`config.mk`:
```
export PLATFORM = sky130hd
export DESIGN_NAME = cmd_proc_regs
export DESIGN_NICKNAME = d
export VERILOG_FILES = /design/src/rtl/cmd_proc_pkg.sv /design/src/rtl/cmd_proc_regs_resp_timer.sv /design/src/rtl/cmd_proc_regs.sv
export SDC_FILE = /design/constraint.sdc
export NUM_CORES = 1
export LEC_CHECK = 0
export ABC_AREA = 0
export ABC_CLOCK_PERIOD_IN_PS = 2500
export BUFFER_PORTS_ARGS = -buffer_cell sky130_fd_sc_hd__buf_4
export CAP_MARGIN = 0
export CORE_ASPECT_RATIO = 2
export CORE_MARGIN = 2
export CORE_UTILIZATION = 40
export CTS_CLUSTER_SIZE = 14
export DETAILED_ROUTE_END_ITERATION = 12
export GPL_TIMING_DRIVEN = 0
export PLACE_DENSITY_LB_ADDON = 0.08
export SLEW_MARGIN = 20
export SYNTH_ARGS = -nofsm -noshare
export SYNTH_HDL_FRONTEND = slang
export SYNTH_SLANG_ARGS = --single-unit
```
`constraint.sdc`:
```
create_clock -name clk -period 2.5 [get_ports clk]
set_clock_uncertainty 0.2 [all_clocks]
set_input_delay 0.125 -clock clk [delete_from_list [all_inputs] [get_ports clk]]
set_output_delay 0.125 -clock clk [all_outputs]
set_load 0.02 [all_outputs]
```
`src/rtl/cmd_proc_pkg.sv`:
```
// Shared types and constants for the command processor and its register file.
package cmd_proc_pkg;

  typedef enum logic [3:0] {
    OP_WRITE = 4'h1,
    OP_READ  = 4'h2,
    OP_CLEAR = 4'h3
  } op_t;

  typedef enum logic [1:0] {
    ST_IDLE      = 2'd0,
    ST_EXEC      = 2'd1,
    ST_SEND      = 2'd2,
    ST_WAIT_DONE = 2'd3
  } state_t;

  localparam logic [7:0] ACK_DEF = 8'hA5;
  localparam logic [7:0] ERR_DEF = 8'hEE;

  // True when a 4-bit command address selects an implemented register.
  function automatic logic addr_in_range(input logic [3:0] addr, input int num_regs);
    return int'({28'd0, addr}) < num_regs;
  endfunction

endpackage

```
`src/rtl/cmd_proc_regs_resp_timer.sv`:
```
// Response timeout down-counter: loaded with RESP_TMO on start, counts down
// while run is high, expire flags the last allowed waiting cycle.
// Only instantiated when CMD_PROC_RESP_TIMEOUT_EN is defined.
module resp_timer #(
  parameter int RESP_TMO = 1023
) (
  input  logic clk,
  input  logic rst,
  input  logic start_i,
  input  logic run_i,
  output logic expire_o
);

  localparam int W = $clog2(RESP_TMO + 1);

  logic [W-1:0] cnt_q, cnt_d;

  // Load on start, decrement while waiting, hold at zero.
  always_comb begin
    cnt_d = cnt_q;
    if (start_i) begin
      cnt_d = W'(RESP_TMO);
    end else if (run_i && (cnt_q != '0)) begin
      cnt_d = cnt_q - W'(1);
    end
  end

  // Counter register with synchronous reset.
  always_ff @(posedge clk) begin
    if (rst) begin
      cnt_q <= '0;
    end else begin
      cnt_q <= cnt_d;
    end
  end

  // Terminal count: this is the RESP_TMO-th cycle spent waiting.
  assign expire_o = run_i && (cnt_q == W'(1));

endmodule

```
`src/rtl/cmd_proc_regs.sv`:
```
// Command processor: takes 16-bit commands from the UART wrapper, executes
// them on an 8-bit register file and returns one response byte per command.
// Optional response timeout enabled by defining CMD_PROC_RESP_TIMEOUT_EN.
//
//  state        | meaning
//  ST_IDLE      | waiting for cmd_rdy; consumes and latches the command
//  ST_EXEC      | decode cmd_q, update registers, register the response
//  ST_SEND      | one-cycle send_resp pulse
//  ST_WAIT_DONE | wait for resp_sent (or timeout when enabled)
module cmd_proc_regs
  import cmd_proc_pkg::*;
#(
  parameter int          NUM_REGS = 8,
  parameter logic [7:0]  ACK_BYTE = ACK_DEF,
  parameter logic [7:0]  ERR_BYTE = ERR_DEF,
  parameter int          RESP_TMO = 1023
) (
  input  logic                  clk,
  input  logic                  rst,
  input  logic [15:0]           cmd,
  input  logic                  cmd_rdy,
  output logic                  clr_cmd_rdy,
  output logic                  send_resp,
  output logic [7:0]            resp,
  input  logic                  resp_sent,
  output logic                  busy,
  output logic [8*NUM_REGS-1:0] regs_out,
  output logic                  resp_tmo_err
);

  state_t      state_q, state_d;
  logic [15:0] cmd_q;
  logic [7:0]  regs_q [NUM_REGS];
  logic [7:0]  regs_d [NUM_REGS];
  logic [7:0]  resp_q, resp_d;
  logic        tmo_err_q, tmo_err_d;

  logic [3:0]  op;
  logic [3:0]  addr;
  logic [7:0]  data;
  logic        addr_ok;
  logic [7:0]  rd_val;
  logic        tmr_start;
  logic        tmr_run;
  logic        tmo_expire;

  assign op      = cmd_q[15:12];
  assign addr    = cmd_q[11:8];
  assign data    = cmd_q[7:0];
  assign addr_ok = addr_in_range(addr, NUM_REGS);

`ifdef CMD_PROC_RESP_TIMEOUT_EN
  resp_timer #(
    .RESP_TMO (RESP_TMO)
  ) u_resp_timer (
    .clk      (clk),
    .rst      (rst),
    .start_i  (tmr_start),
    .run_i    (tmr_run),
    .expire_o (tmo_expire)
  );
`else
  logic unused_tmo_cfg;
  assign unused_tmo_cfg = ^{tmr_start, tmr_run, RESP_TMO};
  assign tmo_expire     = 1'b0;
`endif

  // State register.
  always_ff @(posedge clk) begin
    if (rst) begin
      state_q <= ST_IDLE;
    end else begin
      state_q <= state_d;
    end
  end

  // Next-state logic; resp_sent wins over a simultaneous timeout.
  always_comb begin
    state_d = state_q;
    case (state_q)
      ST_IDLE:      if (cmd_rdy) state_d = ST_EXEC;
      ST_EXEC:      state_d = ST_SEND;
      ST_SEND:      state_d = ST_WAIT_DONE;
      ST_WAIT_DONE: if (resp_sent || tmo_expire) state_d = ST_IDLE;
      default:      state_d = ST_IDLE;
    endcase
  end

  // FSM outputs; command consumption is suppressed while reset is applied.
  always_comb begin
    clr_cmd_rdy = (state_q == ST_IDLE) && cmd_rdy && !rst;
    send_resp   = (state_q == ST_SEND);
    busy        = (state_q != ST_IDLE);
    tmr_start   = (state_q == ST_SEND);
    tmr_run     = (state_q == ST_WAIT_DONE);
  end

  // Read mux over the register file.
  always_comb begin
    rd_val = '0;
    for (int i = 0; i < NUM_REGS; i++) begin
      if (addr == 4'(i)) rd_val = regs_q[i];
    end
  end

  // Command execution: register updates and response byte, only in EXEC.
  always_comb begin
    regs_d = regs_q;
    resp_d = resp_q;
    if (state_q == ST_EXEC) begin
      case (op)
        OP_WRITE: begin
          if (addr_ok) begin
            for (int i = 0; i < NUM_REGS; i++) begin
              if (addr == 4'(i)) regs_d[i] = data;
            end
            resp_d = ACK_BYTE;
          end else begin
            resp_d = ERR_BYTE;
          end
        end
        OP_READ:  resp_d = addr_ok ? rd_val : ERR_BYTE;
        OP_CLEAR: begin
          for (int i = 0; i < NUM_REGS; i++) regs_d[i] = '0;
          resp_d = ACK_BYTE;
        end
        default:  resp_d = ERR_BYTE;
      endcase
    end
  end

  // Timeout flag: set on timeout exit, cleared when a new command is taken.
  always_comb begin
    tmo_err_d = tmo_err_q;
    if (clr_cmd_rdy) begin
      tmo_err_d = 1'b0;
    end else if ((state_q == ST_WAIT_DONE) && !resp_sent && tmo_expire) begin
      tmo_err_d = 1'b1;
    end
  end

  // Datapath registers.
  always_ff @(posedge clk) begin
    if (rst) begin
      cmd_q     <= '0;
      resp_q    <= '0;
      tmo_err_q <= 1'b0;
      for (int i = 0; i < NUM_REGS; i++) regs_q[i] <= '0;
    end else begin
      if (clr_cmd_rdy) cmd_q <= cmd;
      resp_q    <= resp_d;
      tmo_err_q <= tmo_err_d;
      for (int i = 0; i < NUM_REGS; i++) regs_q[i] <= regs_d[i];
    end
  end

  // Flatten the register file for the datapath.
  always_comb begin
    regs_out = '0;
    for (int i = 0; i < NUM_REGS; i++) regs_out[8*i +: 8] = regs_q[i];
  end

  assign resp         = resp_q;
  assign resp_tmo_err = tmo_err_q;

endmodule

```
==> flow_metrics.env <==
export IMPL_syn_area_mm2=0.00398
export IMPL_cts_path_max_buffers=2
export IMPL_cts_buffers=9
export IMPL_tightest_slew_ns=0.652
export IMPL_cts_tree="done"
export IMPL_initial_core_util=0.410
export IMPL_status="finished clean"
export IMPL_max_cap_violations=0
export IMPL_fp_dieW_um=74.5
export IMPL_crit_path_start_kind="flip-flop"
export IMPL_hold_end="state_q[1]"
export IMPL_synth_area_leaders="dfxtp_1, nand3b_1, o21ai_0"
export IMPL_required_ns=2.51
export IMPL_yosys_warnings=0
export IMPL_worst_r2r_cell_count=8
export IMPL_grt_busiest_layer="met2"
export IMPL_wirelength_um=13100
export IMPL_finalPower_w=0.00414
export IMPL_finalCriticalPeriod_ns=2.37
export IMPL_async_flop_share=0
export IMPL_dr_pass1_iters=4
export IMPL_vias=3732
export IMPL_ioPinCount=96
export IMPL_crit_reg2reg_capture="resp[2]"
export IMPL_routedWlPerCell_um=18.9
export IMPL_ys_seq_area_frac=0.453
export IMPL_yosys_area_top_type="dfxtp_1"
export IMPL_post_route_period_util=0.947
export IMPL_drive_gt1_frac=0.257
export IMPL_clock_latency_ns=0.34
export IMPL_rsz0062_at_grt="no"
export IMPL_cts_setup_buffers=0
export IMPL_routabilityCongestion=0.918
export IMPL_synth_edf_count=0
export IMPL_ys_types=44
export IMPL_critPathCaptureType="flip-flop"
export IMPL_netlist_instances=436
export IMPL_fmax_mhz=422
export IMPL_clkSinkCount=90
export IMPL_synth_nets=461
export IMPL_met2_usage=0.423
export IMPL_final_setup_tns_ns=0
export IMPL_synth_area_per_cell_um2=9.12
export IMPL_grt_pass1_wl_um=19900
export IMPL_post_route_drc_count=0
export IMPL_grtUsageMet1=0.282
export IMPL_yosys_top_cells_count="dfxtp_1, o21ai_0, nand3b_1, nand2_1, nor2_1"
export IMPL_path_class="flip-flop to flip-flop"
export IMPL_drv_slew=0
export IMPL_finalInstanceArea_mm2=0.00536
export IMPL_fillCellCount=965
export IMPL_overflow=0
export IMPL_antenna_found_initial=0
export IMPL_via_per_inst=5.39
export IMPL_syn_to_final_growth_pct=34.8
export IMPL_dieArea_mm2=0.0108
export IMPL_p_leak_nw=2.06
export IMPL_synth_most_common_cell="dfxtp_1"
export IMPL_grt_max_degree=16
export IMPL_hold_depth=4
export IMPL_dieHeight_um=145
export IMPL_max_slew_margin=0.563
export IMPL_worstReg2RegStart="state_q[1]"
export IMPL_grt_pass1_vias=3723
export IMPL_num_rows=51
export IMPL_hold_viol=0
export IMPL_power_density_mw_per_mm2=773
export IMPL_clkTransAtPathRegs_ns=0.06
export IMPL_grt_use_met3=0.0438
export IMPL_fin_nets=581
export IMPL_root_buffer="clkbuf_16"
export IMPL_drt_initial_drc_count=289
export IMPL_place_area_mm2=0.00484
export IMPL_antenna_left=0
export IMPL_htree_levels=3
export IMPL_core_mm2=0.00970
export IMPL_path_max_fanout=10
export IMPL_antenna_cells=0
export IMPL_setup_violations=0
export IMPL_ys_seq_elements=90
export IMPL_synth_ff_type="dfxtp_1"
export IMPL_place_hpwl_um=9920
export IMPL_min_from="resp_sent"
export IMPL_ir_drop_uv=444
export IMPL_synth_top_area_share=0.453
export IMPL_ff2ff_setup_slack_ns=0.13
export IMPL_arrival_ns=2.38
export IMPL_portBuffers=93
export IMPL_min_path_type="input port to flip-flop"
export IMPL_grt_total_usage=0.248
[worst max-delay path, cell delays in order, from the launching register on]
cell and delay (ns):
dfxtp_1 0.34, inv_1 0.11, ha_1 0.17, buf_6 0.15
or4b_4 0.49, nor3b_4 0.35, o21ai_0 0.20, a21oi_1 0.16
nor4_1 0.06
[cell families after synthesis]
logic type      after synthesis  share of synthesized area
simple gates                155                      0.235
compound gates              128                      0.181
flops                        90                      0.453
buf+inv                      42                     0.0538
mux                          15                     0.0601
fa+ha+maj                     5                     0.0157
other cells                   1                   0.000943
[final cells by class]
type	count	area, um^2	share of cell area
Clock buffer	10	239	0.0446
Clock inverter	6	114	0.0213
Multi-Input combinational cell	304	1970	0.367
Timing Repair Buffer	109	858	0.160
Buffer	33	180	0.0336
Tap cell	132	165	0.0308
Inverter	9	33.8	0.00631
Sequential cell	90	1800	0.336
[cells in the final DEF, fill, tap and decap left out, types with 5 or more instances in the layout]
| cell type | instances |
|---|---|
| nor3_1 | 5 |
| mux2i_1 | 7 |
| inv_1 | 9 |
| clkbuf_16 | 9 |
| dlygate4sd3_1 | 16 |
| ha_1 | 5 |
| clkbuf_1 | 15 |
| nand2_1 | 33 |
| buf_2 | 9 |
| mux4_2 | 7 |
| o21ai_0 | 85 |
| nand3b_1 | 65 |
| a21oi_1 | 9 |
| a22oi_1 | 5 |
| dfxtp_1 | 90 |
| nor2_1 | 21 |
| nand2b_1 | 19 |
| o21ai_1 | 8 |
| buf_4 | 99 |
[per-layer routing]
layer	vias to the layer above	share of wire	routed length (um)
li1	1804	-	-
met1	1761	0.38	4950
met2	135	0.52	6870
met3	32	0.048	628
met4	0	0.048	633
met5	-	0	0
[timing repair]
item                       CTS  global route
hold buffers                16             0
gates resized for setup      0             1
setup endpoints to repair    0            10
hold endpoints to repair    16             0
[flip-flops by register name, indices dropped and copies added, names as in the netlist]
register,count
regs_out,64
cmd_q,16
resp,8
state_q,2
[report_power, final]
group / internal [W] / switching [W] / leakage, nW / total, W
clock: 0.00101 / 0.000576 / 0.165 / 0.00158
sequential: 0.00154 / 0.0000788 / 0.729 / 0.00162
combinational: 0.000361 / 0.000577 / 1.17 / 0.000938
total: 0.00291 / 0.00123 / 2.06 / 0.00414
[stage by stage]
stage                     std cells  worst slack [ns]  hold slack [ns]   util
after global placement          661            0.0985            0.119  0.499
after CTS                       693            0.0799           0.0206  0.552
after floorplan                 436             0.439           0.0335      -
after global routing            693           0.00796           0.0363  0.552
after detailed placement        661             0.106            0.123  0.499
final                           693             0.132           0.0145  0.552
[how the worst max path moves through the flow]
stage	startpoint	slack, ns	endpoint
6_report	state_q[1]	0.13	resp[2]
5_1_grt	state_q[1]	0.008	resp[2]
4_1_cts	cmd_q[13]	0.08	regs_out[26]
3_5_place_dp	cmd_q[13]	0.11	regs_out[10]
3_3_place_gp	cmd_q[13]	0.1	regs_out[34]
2_1_floorplan	state_q[1]	0.44	resp[7]
Note: power is estimated with default switching activity, not from simulation.
